<file path="src/rtl/pagerank_pkg.sv">
// Shared definitions for the PageRank memory-side datapath: line/word geometry
// defaults, the derived-geometry helpers and the line unpacker state encoding.
package pagerank_pkg;

    localparam int FULL_WIDTH_DEFAULT = 512;
    localparam int WIDTH_DEFAULT      = 64;
    localparam int CNT_W_DEFAULT      = 32;

    function automatic int words_of(input int full_width, input int width);
        return full_width / width;
    endfunction

    // A one-word line still needs a one-bit index so ports never collapse to zero width.
    function automatic int idx_w_of(input int words);
        return (words > 1) ? $clog2(words) : 1;
    endfunction

    typedef enum logic [0:0] {
        IDLE = 1'b0,
        EMIT = 1'b1
    } seq_state_e;

endpackage

</file>
<file path="src/rtl/line_word_sequencer_word_select.sv">
// Combinational word mux: picks word idx out of a held memory line.
module word_select
    import pagerank_pkg::*;
#(
    parameter int FULL_WIDTH = FULL_WIDTH_DEFAULT,
    parameter int WIDTH      = WIDTH_DEFAULT,
    localparam int WORDS     = words_of(FULL_WIDTH, WIDTH),
    localparam int IDX_W     = idx_w_of(WORDS)
) (
    input  logic [FULL_WIDTH-1:0] held,
    input  logic [IDX_W-1:0]      idx,
    output logic [WIDTH-1:0]      word
);

    // Indexed part-select of the addressed word.
    always_comb begin
        word = held[WIDTH*idx +: WIDTH];
    end

endmodule

</file>
<file path="src/rtl/line_word_sequencer.sv">
// Unpacks a run of WIDTH-bit words from full memory lines, one word per cycle,
// with back-to-back line hand-over on the last-word handshake.
module line_word_sequencer
    import pagerank_pkg::*;
#(
    parameter int FULL_WIDTH = FULL_WIDTH_DEFAULT,
    parameter int WIDTH      = WIDTH_DEFAULT,
    parameter int CNT_W      = CNT_W_DEFAULT,
    localparam int WORDS     = words_of(FULL_WIDTH, WIDTH),
    localparam int IDX_W     = idx_w_of(WORDS)
) (
    input  logic                  clk,
    input  logic                  rst,
    input  logic                  line_valid,
    output logic                  line_ready,
    input  logic [FULL_WIDTH-1:0] line_data,
    input  logic [IDX_W-1:0]      line_start,
    input  logic [IDX_W:0]        line_count,
    output logic                  word_valid,
    input  logic                  word_ready,
    output logic [WIDTH-1:0]      word_data,
    output logic [IDX_W-1:0]      word_idx,
    output logic                  word_last,
    output logic                  trunc_err,
    output logic [CNT_W-1:0]      words_emitted
);

    seq_state_e            state_q, state_d;
    logic [FULL_WIDTH-1:0] held_q, held_d;
    logic [IDX_W-1:0]      cur_q, cur_d;
    logic [IDX_W-1:0]      end_q, end_d;
    logic                  trunc_q, trunc_d;
    logic [CNT_W-1:0]      cnt_q, cnt_d;

    logic [IDX_W:0]        cnt_sat_s;
    logic [IDX_W:0]        room_s;
    logic [IDX_W:0]        eff_s;
    logic [IDX_W:0]        end_wide_s;
    logic [IDX_W+1:0]      span_s;
    logic                  accept_s;
    logic                  load_s;
    logic                  word_hs_s;

    // Effective run length of the line on the input port, clipped to the line end.
    always_comb begin
        if (line_count > (IDX_W+1)'(WORDS)) begin
            cnt_sat_s = (IDX_W+1)'(WORDS);
        end else begin
            cnt_sat_s = line_count;
        end
        room_s = (IDX_W+1)'(WORDS) - {1'b0, line_start};
        if (cnt_sat_s < room_s) begin
            eff_s = cnt_sat_s;
        end else begin
            eff_s = room_s;
        end
        span_s     = {2'b00, line_start} + {1'b0, line_count};
        end_wide_s = {1'b0, line_start} + eff_s - (IDX_W+1)'(1);
    end

    // Handshake decode; outputs come straight from registered state.
    always_comb begin
        word_valid = (state_q == EMIT);
        word_last  = (state_q == EMIT) && (cur_q == end_q);
        word_idx   = cur_q;
        line_ready = (state_q == IDLE) || (word_last && word_ready);
        accept_s   = line_valid && line_ready;
        load_s     = accept_s && (eff_s != (IDX_W+1)'(0));
        word_hs_s  = word_valid && word_ready;
    end

    word_select #(
        .FULL_WIDTH (FULL_WIDTH),
        .WIDTH      (WIDTH)
    ) u_word_select (
        .held (held_q),
        .idx  (cur_q),
        .word (word_data)
    );

    // Next-state logic: line load, word advance and end-of-line hand-over.
    always_comb begin
        state_d = state_q;
        held_d  = held_q;
        cur_d   = cur_q;
        end_d   = end_q;
        case (state_q)
            IDLE: begin
                if (load_s) begin
                    state_d = EMIT;
                end else begin
                    state_d = IDLE;
                end
            end
            EMIT: begin
                if (word_hs_s && word_last) begin
                    if (load_s) begin
                        state_d = EMIT;
                    end else begin
                        state_d = IDLE;
                    end
                end else if (word_hs_s) begin
                    cur_d = cur_q + IDX_W'(1);
                end else begin
                    state_d = EMIT;
                end
            end
            default: begin
                state_d = IDLE;
            end
        endcase
        // load_s already implies the FSM is free to take a new line this edge.
        if (load_s) begin
            held_d = line_data;
            cur_d  = line_start;
            end_d  = end_wide_s[IDX_W-1:0];
        end else begin
            held_d = held_d;
        end
    end

    // Sticky truncation flag and emitted-word statistics.
    always_comb begin
        if (accept_s && (span_s > (IDX_W+2)'(WORDS))) begin
            trunc_d = 1'b1;
        end else begin
            trunc_d = trunc_q;
        end
        cnt_d         = cnt_q + CNT_W'(word_hs_s);
        trunc_err     = trunc_q;
        words_emitted = cnt_q;
    end

    // State register with synchronous reset.
    always_ff @(posedge clk) begin
        if (rst) begin
            state_q <= IDLE;
            held_q  <= '0;
            cur_q   <= '0;
            end_q   <= '0;
            trunc_q <= 1'b0;
            cnt_q   <= '0;
        end else begin
            state_q <= state_d;
            held_q  <= held_d;
            cur_q   <= cur_d;
            end_q   <= end_d;
            trunc_q <= trunc_d;
            cnt_q   <= cnt_d;
        end
    end

endmodule

</file>
<file path="config.mk">
export PLATFORM = sky130hd
export DESIGN_NAME = line_word_sequencer
export DESIGN_NICKNAME = d
export VERILOG_FILES = /design/src/rtl/pagerank_pkg.sv /design/src/rtl/line_word_sequencer_word_select.sv /design/src/rtl/line_word_sequencer.sv
export SDC_FILE = /design/constraint.sdc
export NUM_CORES = 1
export LEC_CHECK = 0
export CORE_MARGIN = 4
export CORE_UTILIZATION = 30
export DETAILED_ROUTE_END_ITERATION = 12
export PLACE_DENSITY_LB_ADDON = 0.05
export SYNTH_ARGS = -nofsm -noshare
export SYNTH_HDL_FRONTEND = slang
export SYNTH_SLANG_ARGS = --single-unit
</file>
<file path="constraint.sdc">
create_clock -name clk -period 5.05 [get_ports clk]
set_input_delay 0.7575 -clock clk [delete_from_list [all_inputs] [get_ports clk]]
set_output_delay 0.7575 -clock clk [all_outputs]
set_load 0.01 [all_outputs]
</file>
==> summary.md <==
| Metric | Value |
|---|---|
| Fin nets | `between 3000 and 4000` |
| CTS Hold Bufs | `0` |
| Top-area cell type share of the netlist area | `about 44%` |
| DRT Pass-1 Iters | `7` |
| Max VDD drop | `0.2118 mV` |
| Clock slew at reported path FFs | `60 ps` |
| Pleak | `~0.012 µW` |
| Synth Flop Type | `dfxtp_1` |
| Layout Skew | `around 16 ps` |
| Slew Viols, Final | `0` |
| Sequential area share after synthesis | `between 40 and 50%` |
| Die H | `around 300 µm` |
| Cells after DPL | `4248` |
| Post-synthesis async set-or-reset flop share | `0%` |
| Syn_nets | `3359` |
| Flops & latches, synth | `552` |
| Hold Slack | `around 470 ps` |
| Routability cong. | `0.8605` |
| Drc violations | `0` |
| Final Hold Vio Count | `0` |
| Synth cell types | `between 40 and 50` |
| Crit path required time | `4290 ps` |
| Max_slew headroom | `28.90%` |
| Number of DRC markers in iteration 0 | `about 1700` |
| Crit path DAT | `about 3300 ps` |
| Top cells by area, synth | `dfxtp_1 44%, mux4_2 11%, a21oi_1 11%` |
| Hold path depth | `2` |
| Dpl hpwl | `approximately 71 mm` |
| CTS buffer count | `67` |
| Post_cts resized | `0` |
| Non-Filler Instances | `approximately 4400` |
| Initial antenna violation count | `24` |
| Run status | `finished, final reports clean` |
| RSZ-0062 raised after global routing | `false` |
| Total GRT Usage | `~22%` |
| Layout fillers | `about 8300` |
| Vias per inst | `5.463` |
| Crit Path Max Fanout | `36` |
| Crit path capture type | `output pin` |
| EDFF count, synth | `0` |
| Total grt overflow | `0` |
| Core area | `around 83000 µm²` |
| Area growth from synthesis to layout | `36.91%` |
| CTS max path bufs | `3` |
| Wire per inst | `about 24 µm` |
| Vias in the first global route | `between 20000 and 25000` |
| Initial Util | `a little under a third` |
| H-tree lvl count | `3` |
| Synth Area per Inst | `~8.9 µm²` |
| Final Cell Area | `34350 µm²` |
| Final Cycle Share | `between 80 and 90%` |
| Post-Syn Area | `between 20000 and 30000 µm²` |
| Die ar. | `88320 µm²` |
| Min Clock Period, post-route | `just over 4000 ps` |
| First-pass GRT wire length | `154.2 mm` |
| Remaining antenna violation count | `0` |
| Total power | `12480 µW` |
| Final TNS setup | `0 ps` |
| FF-to-FF path depth | `8` |
| PortBufs | `625` |
| Largest net degree at the start of global routing | `about 150` |
| Layout cell share with drive strength beyond 1 | `around 11%` |
| Final WL | `between 100 and 150 mm` |
| YS warnings | `0` |
| Clock sink count | `roughly 550` |
| CTS tree | `built` |
| Post-synth top area cell | `dfxtp_1` |
| Slew @ Worst Pin | `between 1000 and 1500 ps` |
| Final setup viols | `0` |
| DP Area | `32130 µm²` |
| I/O Pins | `around 630` |
| HP Class | `register to register` |
| Clock latency on the worst-skew pair | `between 600 and 700 ps` |
| Max_cap viols | `0` |
| Post-CTS Setup Bufs | `0` |
| Max frequency | `between 200 and 250 MHz` |
| Vias | `roughly 24000` |
| Die width | `297.2 µm` |
| Pwr Density | `about 360 nW/µm²` |
| Synth Instances | `roughly 2800` |
| Startpoint types | `register` |
| Setup CP Type | `register to output pin` |
| Root buffer cell | `clkbuf_16` |
| Site row count | `about 110` |
-- state kept, by name, indices dropped and copies added, names as in the netlist --
| signal | flops |
|---|---|
| end_q | 3 |
| held_q | 512 |
| trunc_err | 1 |
| word_idx | 3 |
| word_valid | 1 |
| words_emitted | 32 |
-- cell type report --
| class | count | area, µm² | area share (%) |
|---|---|---|---|
| Multi-Input combinational cell | 1928 | 12620 | 36.75 |
| Sequential cell | 552 | 11060 | 32.20 |
| Timing Repair Buffer | 686 | 7057 | 20.54 |
| Clock buffer | 97 | 1973 | 5.744 |
| Tap cell | 1070 | 1339 | 3.897 |
| Clock inverter | 18 | 206.4 | 0.6010 |
| Inverter | 12 | 45.04 | 0.1311 |
| Antenna cell | 18 | 45.04 | 0.1311 |
-- cells in the mapped netlist, types with 16 or more instances --
cell      count
nand3_1     518
xor2_1       17
nand2_1      22
nor2_1       34
clkbuf_2     33
o21ai_0     403
buf_2        50
clkbuf_1    220
mux4_2      128
dfxtp_1     552
a21oi_1     530
buf_1        16
mux2_2       65
o21ai_1     120
-- where the power goes --
group | total, µW | switching [µW] | leakage (µW) | internal [µW]
Clock | 4810 | 1940 | 0.00107 | 2870
Sequential | 4910 | 210 | 0.00452 | 4700
Combinational | 2750 | 1450 | 0.00608 | 1300
Total | 12500 | 3610 | 0.0117 | 8870
-- path summary, 6_finish.rpt --
path / from / slack, ps / end
max: word_idx[0] / 990 / word_data[5]
min: held_q[489] / 470 / held_q[489]
max reg2reg: word_idx[0] / 1860 / held_q[241]
min reg2reg: held_q[489] / 470 / held_q[489]
-- worst max-delay path, stage by stage (launching register included) --
cell and delay [ps]:
dfxtp_4 910, buf_12 350, mux4_2 600, mux2_2 300, clkdlybuf4s50_1 480
-- layer usage --
| layer | part of all wire, % | track usage (%) | wire (µm) | up-vias |
|---|---|---|---|---|
| met2 | 47 | 35.51 | 48840 | 792 |
| met3 | 6.5 | 5.291 | 6713 | 128 |
| met4 | 2.6 | 7.535 | 2695 | 12 |
| met5 | 0.072 | 0 | 74 | - |
| met1 | 44 | 29.76 | 45140 | 11740 |
| li1 | - | - | - | 11260 |
-- stage by stage --
step	util [%]	worst slack, ps
floorplan	-	1723
global placement	38.94	770.2
detailed placement	38.94	717.2
CTS	41.58	886.9
global route	41.63	829.0
finish	41.63	985.1
-- cell usage in the layout (no fill, tap or decap), drive strengths merged, types with 3 or more instances in the layout --
master / count
a211oi: 5
a21oi: 530
a31oi: 3
and3: 7
buf: 62
bufinv: 3
clkbuf: 97
clkdlybuf4s50: 624
clkinv: 12
dfxtp: 552
diode: 18
ha: 13
inv: 14
mux2: 65
mux4: 128
nand2: 22
nand3: 518
nand4: 8
nor2: 34
nor2b: 3
nor3: 5
o21ai: 523
or3: 12
xnor2: 13
xor2: 17
-- logic make-up after synthesis --
group                      count (synthesis)  synth area share (%)
and+or+nand+nor                          620                 12.42
muxes                                    194                 14.45
DFF                                      552                 44.05
adders and majority gates                 14                0.7281
buffers and inverters                    342                 5.740
AOI/OAI and AO/OA                       1070                 21.57
xor gates and xnor gates                  30                 1.047
No activity file was read; power rests on OpenSTA's default activity.
